## config.mk

```make
export PLATFORM = sky130hd
export DESIGN_NAME = pb_debounce_bank
export DESIGN_NICKNAME = d
export VERILOG_FILES = /design/src/rtl/board_io_pkg.sv /design/src/rtl/pb_debounce_chan.sv /design/src/rtl/pb_debounce_bank.sv
export SDC_FILE = /design/constraint.sdc
export NUM_CORES = 1
export LEC_CHECK = 0
export BUFFER_PORTS_ARGS = -buffer_cell sky130_fd_sc_hd__buf_2
export CAP_MARGIN = 10
export CORE_ASPECT_RATIO = 1.5
export CORE_MARGIN = 5
export CORE_UTILIZATION = 30
export CTS_BUF_LIST = sky130_fd_sc_hd__clkbuf_16
export DETAILED_ROUTE_END_ITERATION = 10
export PLACE_DENSITY_LB_ADDON = 0.08
export REMOVE_ABC_BUFFERS = 1
export SYNTH_ARGS = -nofsm -noshare
export SYNTH_HDL_FRONTEND = slang
export SYNTH_SLANG_ARGS = --single-unit
export TNS_END_PERCENT = 5
```

## constraint.sdc

```tcl
create_clock -name clk_i -period 2.21 [get_ports clk_i]
set_input_delay 0.5525 -clock clk_i [delete_from_list [all_inputs] [get_ports clk_i]]
set_output_delay 0.5525 -clock clk_i [all_outputs]
set_load 0.005 [all_outputs]
```

## src/rtl/board_io_pkg.sv

```systemverilog
// Shared board I/O definitions: timing defaults, width helper, hold-phase encoding.
package board_io_pkg;

  localparam int DEB_TICKS_DEFAULT = 4;
  // 50 MHz clock -> 1 ms filter tick
  localparam int PRESCALE_1MS      = 50000;

  typedef enum logic [1:0] {
    WAIT_LONG = 2'd0,
    REPEAT    = 2'd1,
    DONE      = 2'd2
  } hold_phase_e;

  // Bits needed to hold values 0..v-1, never less than 1
  function automatic int clog2(input int v);
    int r;
    r = 0;
    for (int i = 0; i < 31; i++)
      if ((1 << i) < v) r = i + 1;
    return (r < 1) ? 1 : r;
  endfunction

endpackage

```

## src/rtl/pb_debounce_chan.sv

```systemverilog
// One debounce channel: 2-flop sync, tick-driven filter, hold FSM, event pulses.
module pb_debounce_chan
  import board_io_pkg::*;
#(
  parameter bit ACTIVE_LOW     = 1'b1,
  parameter int DEBOUNCE_TICKS = 4,
  parameter int LONG_TICKS     = 0,
  parameter int REPEAT_TICKS   = 0
) (
  input  logic clk_i,
  input  logic rst_ni,
  input  logic tick_i,
  input  logic pb_i,
  output logic state_o,
  output logic press_p_o,
  output logic release_p_o,
  output logic long_p_o,
  output logic rep_p_o
);

  localparam int DW   = clog2(DEBOUNCE_TICKS) + 1;
  localparam int HMAX = (LONG_TICKS > REPEAT_TICKS) ? LONG_TICKS : REPEAT_TICKS;
  localparam int HW   = clog2(HMAX + 1);
  localparam logic [DW-1:0] D_LAST = DW'(DEBOUNCE_TICKS - 1);
  localparam logic [HW-1:0] L_LAST = HW'((LONG_TICKS > 0) ? LONG_TICKS - 1 : 0);
  localparam logic [HW-1:0] R_LAST = HW'((REPEAT_TICKS > 0) ? REPEAT_TICKS - 1 : 0);
  localparam bit LONG_EN = (LONG_TICKS > 0);
  localparam bit REP_EN  = (REPEAT_TICKS > 0);

  logic          s0_q, s1_q;
  logic          state_q, state_d;
  logic [DW-1:0] dcnt_q, dcnt_d;
  logic          flip;
  logic          press_q, press_d, rel_q, rel_d;
  hold_phase_e   phase_q, phase_d;
  logic [HW-1:0] hcnt_q, hcnt_d;
  logic          long_q, long_d, rep_q, rep_d;
  logic          hclr;

  // Synchroniser; polarity folded into the first stage so s1 is always active-high
  always_ff @(posedge clk_i or negedge rst_ni) begin
    if (!rst_ni) begin
      s0_q <= 1'b0;
      s1_q <= 1'b0;
    end else begin
      s0_q <= pb_i ^ ACTIVE_LOW;
      s1_q <= s0_q;
    end
  end

  // Filter: any agreement restarts, DEBOUNCE_TICKS disagreeing ticks flip state
  always_comb begin
    dcnt_d = dcnt_q;
    flip   = 1'b0;
    if (s1_q == state_q) begin
      dcnt_d = '0;
    end else if (tick_i) begin
      if (dcnt_q == D_LAST) begin
        flip   = 1'b1;
        dcnt_d = '0;
      end else begin
        dcnt_d = dcnt_q + 1'b1;
      end
    end
  end

  assign state_d = state_q ^ flip;
  assign press_d = flip & ~state_q;
  assign rel_d   = flip & state_q;

  // Filter state and edge pulses
  always_ff @(posedge clk_i or negedge rst_ni) begin
    if (!rst_ni) begin
      state_q <= 1'b0;
      dcnt_q  <= '0;
      press_q <= 1'b0;
      rel_q   <= 1'b0;
    end else begin
      state_q <= state_d;
      dcnt_q  <= dcnt_d;
      press_q <= press_d;
      rel_q   <= rel_d;
    end
  end

  // Hold counting starts only once state is registered high, and a release
  // edge clears it in the same cycle so no late long/repeat slips out.
  assign hclr = ~state_q | rel_d;

  // Hold FSM state register
  always_ff @(posedge clk_i or negedge rst_ni) begin
    if (!rst_ni) begin
      phase_q <= WAIT_LONG;
      hcnt_q  <= '0;
      long_q  <= 1'b0;
      rep_q   <= 1'b0;
    end else begin
      phase_q <= phase_d;
      hcnt_q  <= hcnt_d;
      long_q  <= long_d;
      rep_q   <= rep_d;
    end
  end

  // Hold FSM next state
  always_comb begin
    phase_d = phase_q;
    hcnt_d  = hcnt_q;
    if (hclr) begin
      phase_d = WAIT_LONG;
      hcnt_d  = '0;
    end else if (tick_i) begin
      unique case (phase_q)
        WAIT_LONG: if (LONG_EN) begin
          if (hcnt_q == L_LAST) begin
            hcnt_d  = '0;
            phase_d = REP_EN ? REPEAT : DONE;
          end else begin
            hcnt_d = hcnt_q + 1'b1;
          end
        end
        REPEAT: hcnt_d = (hcnt_q == R_LAST) ? '0 : hcnt_q + 1'b1;
        DONE:   hcnt_d = hcnt_q;
        default: begin
          phase_d = WAIT_LONG;
          hcnt_d  = '0;
        end
      endcase
    end
  end

  // Hold FSM outputs (registered one-cycle pulses)
  always_comb begin
    long_d = LONG_EN & ~hclr & tick_i & (phase_q == WAIT_LONG) & (hcnt_q == L_LAST);
    rep_d  = REP_EN  & ~hclr & tick_i & (phase_q == REPEAT)    & (hcnt_q == R_LAST);
  end

  assign state_o     = state_q;
  assign press_p_o   = press_q;
  assign release_p_o = rel_q;
  assign long_p_o    = long_q;
  assign rep_p_o     = rep_q;

endmodule

```

## src/rtl/pb_debounce_bank.sv

```systemverilog
// Bank of N push-button debouncers sharing one prescaled filter tick.
module pb_debounce_bank
  import board_io_pkg::*;
#(
  parameter int N              = 4,
  parameter bit ACTIVE_LOW     = 1'b1,
  parameter int PRESCALE       = 1,
  parameter int DEBOUNCE_TICKS = DEB_TICKS_DEFAULT,
  parameter int LONG_TICKS     = 0,
  parameter int REPEAT_TICKS   = 0
) (
  input  logic         clk_i,
  input  logic         rst_ni,
  input  logic [N-1:0] pb_i,
  output logic [N-1:0] state_o,
  output logic [N-1:0] press_p_o,
  output logic [N-1:0] release_p_o,
  output logic [N-1:0] long_p_o,
  output logic [N-1:0] rep_p_o
);

  localparam int PW = clog2(PRESCALE);
  localparam logic [PW-1:0] P_LAST = PW'(PRESCALE - 1);

  logic [PW-1:0] pcnt_q, pcnt_d;
  logic          tick;

  assign tick   = (pcnt_q == P_LAST);
  assign pcnt_d = tick ? '0 : pcnt_q + 1'b1;

  // Free-running prescaler, wraps on the tick cycle
  always_ff @(posedge clk_i or negedge rst_ni) begin
    if (!rst_ni) pcnt_q <= '0;
    else         pcnt_q <= pcnt_d;
  end

  for (genvar g = 0; g < N; g++) begin : g_chan
    pb_debounce_chan #(
      .ACTIVE_LOW    (ACTIVE_LOW),
      .DEBOUNCE_TICKS(DEBOUNCE_TICKS),
      .LONG_TICKS    (LONG_TICKS),
      .REPEAT_TICKS  (REPEAT_TICKS)
    ) u_chan (
      .clk_i      (clk_i),
      .rst_ni     (rst_ni),
      .tick_i     (tick),
      .pb_i       (pb_i[g]),
      .state_o    (state_o[g]),
      .press_p_o  (press_p_o[g]),
      .release_p_o(release_p_o[g]),
      .long_p_o   (long_p_o[g]),
      .rep_p_o    (rep_p_o[g])
    );
  end

endmodule
```

Word-level counts from Yosys, hierarchy flattened

Cells that the tools add are included.

Output and inout bits: 20
Bits in registers: 33
Word-level logic and storage cells: 87

Muxes and demuxes: 25
Add/subtract/negate cells: 5
Bitwise logic cells: 20
Equality and inequality tests: 12

Operator list:

| kind                  | count |
|---|---|
| $mux W3               | 12 |
| $mux W1               | 13 |
| $add A3 B1 Y3 const B | 4 |
| $eq A3 B2 Y1 const B  | 4 |
| $and A1 B1 Y1         | 8 |
| $ne A2 B1 Y1 const B  | 4 |
| $not A1 Y1            | 8 |
| $eq A1 B1 Y1          | 4 |
| $xor A1 B1 Y1         | 4 |
| $add A1 B1 Y1 const B | 1 |

Longest topological paths before layout

Gate-level depths: netlist of the first run.

Word-level depth: 5
Gate-level depth with buffers: 3
Gate-level depth less buffers: 3

Hierarchy

From an unflattened synthesis of the first run, not the netlist that was laid out.

Cell total of the unflattened synthesis: 113
Area total of the unflattened synthesis: 1360.1 µm²

Modules (own cells, without submodules):

| module           | instances | area each (µm²) | cells each |
|---|---|---|---|
| pb_debounce_chan | 4         | 339.1           | 28 |
| pb_debounce_bank | 1         | 3.8             | 1 |

Worst setup path after synthesis of the first run

Ideal clock, no wire load.

Path kind: flip-flop to flip-flop
From: reg g_chan[0].u_chan.dcnt_q[0]
To: reg with a tool-made name
Setup slack: 1.094 ns
Data required time: 2.085 ns
Cell stages (with the launch flop): 4
Arrival time: 0.991 ns
Path buffers: 0
Cell sequence: dfrtp_1 > ha_1 > nand2b_4 > mux2_2

RTL lines:

| what                   | line                   | source |
|---|---|---|
| from (decl)            | pb_debounce_chan.sv:32 | `logic [DW-1:0] dcnt_q, dcnt_d;` |
| from (signal assigned) | pb_debounce_chan.sv:80 | `dcnt_q <= dcnt_d;` |

==> results of run 1 <==
## metal layers
metal	vias up	track usage (%)	part of all wire (%)
li1	294	-	-
met1	312	6.44	36
met2	15	11.6	54
met3	7	4.11	6.7
met4	0	5.72	3.8
met5	-	0	0
## final cells by class
class                           instances  share of cell area [%]
Sequential cell                        32                    54.9
Multi-Input combinational cell         44                    24.9
Clock buffer                            5                    8.58
Timing Repair Buffer                   17                    5.84
Tap cell                               46                    3.95
Inverter                                4                    1.03
Clock inverter                          3                   0.773
## cells by family after synthesis
| family | Yosys count | synth area share [%] |
|---|---|---|
| adder cells (fa/ha/maj) | 4 | 3.84 |
| flip-flops | 32 | 61.5 |
| multiplexers | 4 | 3.46 |
| buffers and inverters | 24 | 12.7 |
| other | 1 | 0.288 |
| AND/OR/NAND/NOR | 24 | 15.6 |
| XOR/XNOR | 4 | 2.69 |
## per-stage QoR
stage / instance area, um2 / total power [W] / utilization (%) / hold slack, ps / std cells
after global placement: 1320 / 0.00110 / 31.4 / 332 / 143
after global routing: 1460 / 0.00184 / 34.6 / 350 / 151
after floorplan: 1180 / 0.000995 / - / 257 / 80
after detailed placement: 1320 / 0.00111 / 31.4 / 336 / 143
after CTS: 1460 / 0.00176 / 34.6 / 347 / 151
final: 1460 / 0.00171 / 34.6 / 334 / 151
## placed cells by master (no fill, tap or decap), drive strengths merged
cell	count
nor2b	6
dfrtp	32
xnor2	4
and3b	7
nand2b	1
clkinv	1
conb	8
mux2	4
nor3b	7
inv	6
nor3	3
buf	17
clkbuf	5
ha	4
## power by group
part           total (W)  internal [W]  switching (W)
registers       0.000778      0.000701      0.0000770
logic           0.000313      0.000179       0.000134
clock network   0.000619      0.000403       0.000216
## how the worst min path moves through the flow
| stage | start | endpoint | slack (ps) |
|---|---|---|---|
| 3_5_place_dp | g_chan[3].u_chan.s0_q | g_chan[3].u_chan.s1_q | 340 |
| 3_3_place_gp | g_chan[3].u_chan.s0_q | g_chan[3].u_chan.s1_q | 330 |
| 6_report | rst_ni | g_chan[2].u_chan.s1_q | 330 |
| 5_1_grt | g_chan[2].u_chan.s0_q | g_chan[2].u_chan.s1_q | 350 |
| 2_1_floorplan | rst_ni | asynchronous set/reset pin | 260 |
| 4_1_cts | g_chan[3].u_chan.s0_q | g_chan[3].u_chan.s1_q | 350 |
==> impl_metrics.ini, run 1 <==
[sta]
setup_slack_ps = 830
finalClockSkew_ps = 4.85
period_minus_slack_ps = 1380
final-max-slew-violation-count = 0
finalSetupTns_ps = 0
period_share_pct = 62.4
relSlewSlack_pct = 53.1
setup_viol = 0
grt_setup_unrepaired = false
hold_viol_final = 0
worstMarginPinSlew_ps = 704
max_freq_mhz = 725

[global_routing]
antenna_found_initial = 0
overflow = 0
grt_pass1_vias = 679
grt_max_degree = 33
grtUsageTotal_pct = 7.24
grt_first_pass_wirelength_um = 3120

[yosys]
synth.most_common_cell = dfrtp_1
synthCells = 93
synthDistinctLibCells = 13
avgSynthCellArea_um2 = 14.0
synth-edff-count = 0
ys_seq_area_share_pct = 61.5
synth_ff_type = dfrtp_1
synthArstFlopShare_pct = 100
synthTopCellsByCount = 32 x dfrtp_1, 20 x buf_4, 7 x and3b_1, 7 x nor3b_1
yosys.area.top_type_share_pct = 61.5
synth_area_leaders = dfrtp_1 61%, buf_4 12%, and3b_1 4.7%
yosysWarnings = 0
synthesis.area_um2 = 1300
synth-seq-cells = 32
yosys.area.top_type = dfrtp_1

[critical_path]
reg2reg_setup_slack_ps = 1030
path_depth = 1
end_kind = output pin
worst-path-max-fanout = 5
slowest_stage = dfrtp_1
cp-endpoint = state_o[0]
cpLargestDelayFamily = flip-flops
worstRegToRegCells = 3
required_ps = 1660
r2r_start = g_chan[3].u_chan.dcnt_q[0]
crit_chain = buf_2
cp-start-kind = flip-flop
crit_type = flip-flop to output pin
worstPathArrival_ps = 830
slowest_delay_ps = 420
crit_buf_inv = 1

[pwr]
power.density_nw_per_um2 = 1170
power_leakage_nw = 0.761
ir_worst_vdd_mv = 0.508

[cells_and_area]
layout-drive-gt1-share_pct = 28.6
diodes = 0
regArea_um2 = 801
multi_input_area_um2 = 363
nNetsFinal = 114
n_fill_cell = 433
area_growth_pct = 11.9

[floorplan]
start_util_pct = 30.9
die_w_um = 63.8
dieArea_um2 = 5790
core_area_um2 = 4210
fp-row-count = 29
die_h_um = 90.7
boundaryPins = 26

[cts]
cts_resized = 0
cts.clk_slew.worst_paths_ps = 50
htreeDepth = 2
clock-sinks = 32
cts_buffers = 5
post-cts-setup-buffer-count = 0
cts_buffer_depth = 2
clock_latency_ps = 270
cts_tree = yes
cts-root-buf = clkbuf_16
hold_buffers = 0

[place]
portBuffers = 17
post-dp-hpwl_um = 1250
pre_cts_slack_ps = 1040
gp_congestion = 0.655

[drt]
dr.pass1.iters = 3
drt_wl_total_um = 1770
drt_iter0_drc = 10
drt-wirelength-per-cell_um = 11.7
route.detailed.drc = 0
vias_per_cell = 4.16
detailroute.via_count = 628
antenna_left = 0

[outcome]
status = completed

[run]
max_cap_violations = 0

[worst_hold_path]
hp-class = input pin to asynchronous set/reset pin
Power figures use the tool's default switching activity.
==> inputs of run 2 (changes only) <==
--- a/config.mk
+++ b/config.mk
@@ -5,6 +5,7 @@
 export SDC_FILE = /design/constraint.sdc
 export NUM_CORES = 1
 export LEC_CHECK = 0
+export ABC_AREA = 1
 export BUFFER_PORTS_ARGS = -buffer_cell sky130_fd_sc_hd__buf_2
 export CAP_MARGIN = 10
 export CORE_ASPECT_RATIO = 1.5
==> constraint.sdc (replaced) <==
create_clock -name clk_i -period 1.34 [get_ports clk_i]
set_input_delay 0.335 -clock clk_i [delete_from_list [all_inputs] [get_ports clk_i]]
set_output_delay 0.335 -clock clk_i [all_outputs]
set_load 0.005 [all_outputs]
==> run 2 against run 1 <==
Compared with the run above: critical path type unchanged; global-route usage decreased by 0.18 points; highest routed layer unchanged; sequential share of layout area decreased by 0.094 points; first-iteration DRC count increased to 2.7 times the previous value; synthesized cell count increased by 35%; flip-flop and latch count unchanged; clock skew decreased by 1.1 ps; synthesized area about the same; final area increased by 0.17%.
==> impl_metrics.ini, run 2 <==
[drt]
detailroute.via_count = 717
dr.pass1.iters = 4
route.detailed.drc = 0
antenna_left = 0
drt-wirelength-per-cell_um = 9.47
vias_per_cell = 3.90
drt_wl_total_um = 1740
drt_iter0_drc = 27

[sta]
final-max-slew-violation-count = 0
finalClockSkew_ps = 3.79
max_freq_mhz = 853
finalSetupTns_ps = 0
setup_viol = 0
hold_viol_final = 0
period_share_pct = 87.5
grt_setup_unrepaired = false
period_minus_slack_ps = 1170
setup_slack_ps = 168

[yosys]
synthCells = 126
synthTopCellsByCount = 32 x dfrtp_1, 20 x buf_4, 20 x inv_1, 17 x nand2_1, 17 x nor2_1
yosysWarnings = 0
synth_fa_ha_area_share_pct = 3.85
synthDistinctLibCells = 11
yosys.area.top_type_share_pct = 61.5
synth-edff-count = 0
yosys.area_share.simple_pct = 12.8
ys_seq_area_share_pct = 61.5
synth_compound_area_share_pct = 1.54
synth_area_leaders = dfrtp_1 62%, buf_4 12%, inv_1 5.8%
yosys.area.top_type = dfrtp_1
synth-seq-cells = 32
synth_xor_area_share_pct = 2.69
synthMuxAreaShare_pct = 0
avgSynthCellArea_um2 = 10.3
synth.most_common_cell = dfrtp_1
synthesis.area_um2 = 1300
synthArstFlopShare_pct = 100
synth_ff_type = dfrtp_1
synth_top_family_by_area = buffers and inverters

[cells_and_area]
diodes = 0
nNetsFinal = 148
layout-drive-gt1-share_pct = 16.7
final_cell_mix = 32 x dfrtp_1, 20 x inv_1, 17 x nand2_1, 17 x nor2_1, 17 x buf_2
final_cell_area_um2 = 1460
regArea_um2 = 801
n_fill_cell = 421
layout.cells.most_common = dfrtp_1
multi_input_area_um2 = 302
area_growth_pct = 12.2

[critical_path]
cp-start-kind = flip-flop
crit_type = flip-flop to output pin
required_ps = 1000
cpLargestDelayFamily = flip-flops
crit_chain = buf_2
end_kind = output pin
worstPathArrival_ps = 840
worst-path-max-fanout = 5
slowest_stage = dfrtp_1
slowest_delay_ps = 420
crit_buf_inv = 1

[global_routing]
overflow = 0
antenna_found_initial = 0
met1_usage_pct = 8.00
gr-usage-met2_pct = 10.3
top_usage_layer = met2
grt_max_degree = 33
grt_pass1_vias = 724
grt_first_pass_wirelength_um = 3150
grtUsageTotal_pct = 7.06
use_met3_pct = 3.74

[cts]
cts_resized = 0
hold_buffers = 0
cts_tree = yes
cts_buffers = 5
cts_buffer_depth = 2
htreeDepth = 2
clock-sinks = 32
cts-root-buf = clkbuf_16
clock_latency_ps = 270
cts.clk_slew.worst_paths_ps = 50
post-cts-setup-buffer-count = 0

[floorplan]
dieArea_um2 = 5780
core_area_um2 = 4210
die_h_um = 90.7
start_util_pct = 30.9
die_w_um = 63.8
boundaryPins = 26
fp-row-count = 29

[pwr]
power_leakage_nw = 0.789
power.density_nw_per_um2 = 1900
ir_worst_vdd_mv = 0.902
power.total_w = 0.00278

[place]
pre_cts_slack_ps = 354
gp_congestion = 0.709
dpl-instance-area_um2 = 1330
portBuffers = 17
post-dp-hpwl_um = 1210

[outcome]
status = completed

[worst_hold_path]
hp-class = input pin to asynchronous set/reset pin

[run]
max_cap_violations = 0
[run 2: cell types whose count changed in the layout (fill, tap and decap cells not counted), sizes merged, moves of 6 or more]
cell   change
nor2      +17
inv       +14
nor2b      -6
nor3b      -7
nand2     +17
and3b      -7
[run 2: metal layers]
metal | up-vias | share of wire (%) | routed length, um
li1 | 364 | - | -
met1 | 327 | 45 | 786
met2 | 20 | 45 | 789
met3 | 6 | 6.6 | 115
met4 | 0 | 3.0 | 52
met5 | - | 0 | 0
[run 2: layout make-up]
cell class	count	share of cell area, %
clock buffers	5	8.57
clock inverters	2	0.514
inverters	20	5.14
multi-input cells	61	20.7
flip-flops and latches	32	54.8
well taps	46	3.94
repair buffers	18	6.34
[run 2: path summary, 6_finish.rpt]
check	startpoint	end	slack, ps	depth (start not counted)
max	flip-flop	state_o[0]	170	1
min	rst_ni	g_chan[1].u_chan.press_p_o	80	2
max reg2reg	g_chan[0].u_chan.dcnt_q[0]	g_chan[0].u_chan.dcnt_q[1]	350	4
min reg2reg	g_chan[1].u_chan.s0_q	g_chan[1].u_chan.s1_q	340	0
max in group asynchronous	rst_ni	g_chan[2].u_chan.s1_q	960	2
min in group clk_i	pb_i[3]	g_chan[3].u_chan.s0_q	200	2
[run 2: power by group]
group	total, W	internal [W]	switching (W)
Clock	0.00101	0.000660	0.000347
Sequential	0.00127	0.00115	0.000121
Combinational	0.000506	0.000223	0.000283
Total	0.00278	0.00203	0.000751
[run 2: through the flow]
step           utilization, %  std cells  hold WS, ps
2_1_floorplan               -        113         39.4
3_3_place_gp             31.5        177          332
3_5_place_dp             31.5        177          336
4_1_cts                  34.7        184          101
5_1_grt                  34.7        184          136
6_report                 34.7        184         81.8
[run 2: cell families after synthesis]
family / count (synthesis)
buffers and inverters: 40
AOI/OAI and AO/OA: 4
adders and majority gates: 4
other: 1
and+or+nand+nor: 41
xor gates and xnor gates: 4
DFF: 32
==> inputs of run 3 (changes only) <==
--- a/config.mk
+++ b/config.mk
@@ -14,7 +14,6 @@
 export CTS_BUF_LIST = sky130_fd_sc_hd__clkbuf_16
 export DETAILED_ROUTE_END_ITERATION = 10
 export PLACE_DENSITY_LB_ADDON = 0.08
-export REMOVE_ABC_BUFFERS = 1
 export SYNTH_ARGS = -nofsm -noshare
 export SYNTH_HDL_FRONTEND = slang
 export SYNTH_SLANG_ARGS = --single-unit
==> run 3 against run 2 <==
Compared with the run above: maximum frequency about the same; largest cell class unchanged; largest power group unchanged; first-iteration DRC count fell by 48%; register-to-register slack barely moved; total power about the same; sequential share of layout area fell by 0.14 points; sequential power about the same; highest routed layer unchanged; setup slack worse by 0.63 ps; final area rose by 0.26%; utilization is 0.089 points higher.
==> impl_metrics.ini, run 3 (same netlist as run 2, synthesis figures left out) <==
[global_routing]
overflow = 0
grtUsageTotal_pct = 6.56
grt_max_degree = 33
grt_pass1_vias = 652
antenna_found_initial = 0
grt_first_pass_wirelength_um = 2840

[cts]
cts_buffers = 5
cts_buffer_depth = 2
clock_latency_ps = 270
clock-sinks = 32
htreeDepth = 2
cts_resized = 0
hold_buffers = 0
cts_tree = yes
post-cts-setup-buffer-count = 0
cts-root-buf = clkbuf_16
cts.clk_slew.worst_paths_ps = 50

[floorplan]
boundaryPins = 26
start_util_pct = 30.9
die_h_um = 90.7
core_area_um2 = 4210
fp-row-count = 29
die_w_um = 63.8
dieArea_um2 = 5780

[run]
max_cap_violations = 0

[sta]
max_freq_mhz = 853
hold_viol_final = 0
final-max-slew-violation-count = 0
period_share_pct = 87.5
finalSetupTns_ps = 0
period_minus_slack_ps = 1170
grt_setup_unrepaired = false
setup_viol = 0
finalClockSkew_ps = 3.46
setup_slack_ps = 167

[drt]
drt-wirelength-per-cell_um = 9.29
route.detailed.drc = 0
drt_wl_total_um = 1720
detailroute.via_count = 699
vias_per_cell = 3.78
dr.pass1.iters = 4
drt_iter0_drc = 14
antenna_left = 0

[outcome]
status = completed

[critical_path]
cpLargestDelayFamily = flip-flops
slowest_stage = dfrtp_1
cp-start-kind = flip-flop
crit_type = flip-flop to output pin
end_kind = output pin
crit_buf_inv = 1
worstPathArrival_ps = 840
required_ps = 1000
slowest_delay_ps = 420
crit_chain = buf_2
worst-path-max-fanout = 5

[worst_hold_path]
hp-class = input pin to asynchronous set/reset pin

[pwr]
seq_power_share_pct = 45.4
power.density_nw_per_um2 = 1900
power_switching_w = 0.000750
ir_worst_vdd_mv = 0.894
p_int_w = 0.00203
power_leakage_nw = 0.798
p_sw_share_pct = 26.9
power.share.clock_pct = 36.4
combPwrFrac_pct = 18.2

[place]
gp_congestion = 0.717
portBuffers = 17
pre_cts_slack_ps = 354
post-dp-hpwl_um = 1250

[cells_and_area]
final_cell_mix = 32 x dfrtp_1, 22 x inv_1, 17 x nand2_1, 17 x nor2_1, 17 x buf_2
area_growth_pct = 12.5
n_fill_cell = 437
layout-drive-gt1-share_pct = 16.5
diodes = 0
nNetsFinal = 148
layout.cells.most_common = dfrtp_1
==> run 3: changes by cell type in the layout (fill, tap and decap cells not counted) <==
| cell | delta |
|---|---|
| inv_1 | +2 |
| clkinv_1 | -1 |
==> run 3: worst paths after layout <==
kind,cells after the start,to,from,slack [ps]
max,1,state_o[1],flip-flop,170
min,2,g_chan[1].u_chan.release_p_o,rst_ni,70
max reg2reg,4,g_chan[0].u_chan.dcnt_q[1],g_chan[0].u_chan.dcnt_q[0],350
min reg2reg,0,g_chan[3].u_chan.s1_q,g_chan[3].u_chan.s0_q,340
max in group asynchronous,2,g_chan[2].u_chan.s0_q,rst_ni,980
min in group clk_i,2,g_chan[1].u_chan.s0_q,pb_i[1],200
==> run 3: per-stage QoR <==
| step | hold slack, ps | utilization (%) | cells | power [W] | instance area [um2] |
|---|---|---|---|---|---|
| after floorplan | 39.4 | - | 133 | 0.00173 | 1330 |
| final | 72.5 | 34.8 | 185 | 0.00278 | 1460 |
| after detailed placement | 336 | 31.5 | 177 | 0.00180 | 1330 |
| after global routing | 123 | 34.8 | 185 | 0.00299 | 1460 |
| after global placement | 332 | 31.5 | 177 | 0.00178 | 1330 |
| after CTS | 97.6 | 34.8 | 185 | 0.00284 | 1460 |
==> run 3: area by class of cell <==
| cell class | instances | area, um2 | area share (%) |
|---|---|---|---|
| clock buffer | 5 | 125 | 8.55 |
| clock inverter | 3 | 11.3 | 0.769 |
| inverter | 20 | 75.1 | 5.13 |
| multi-input combinational | 61 | 302 | 20.6 |
| sequential | 32 | 801 | 54.7 |
| tap | 46 | 57.6 | 3.93 |
| timing repair buffer | 18 | 92.6 | 6.32 |
==> run 3: power by group through the flow <==
stage / clock, W / combinational (W) / sequential, W
after floorplan: 0 / 0.000470 / 0.00126
after global placement: 0 / 0.000508 / 0.00127
after detailed placement: 0 / 0.000517 / 0.00128
after CTS: 0.00105 / 0.000520 / 0.00127
after global routing: 0.00110 / 0.000596 / 0.00129
final: 0.00101 / 0.000506 / 0.00126
==> run 3: per-layer routing <==
| layer | vias up | wire length, um | global-route usage [%] |
|---|---|---|---|
| met4 | 0 | 55 | 4.68 |
| met2 | 16 | 805 | 9.24 |
| met1 | 312 | 749 | 7.48 |
| li1 | 366 | - | - |
| met3 | 5 | 107 | 3.36 |
| met5 | - | 0 | 0 |
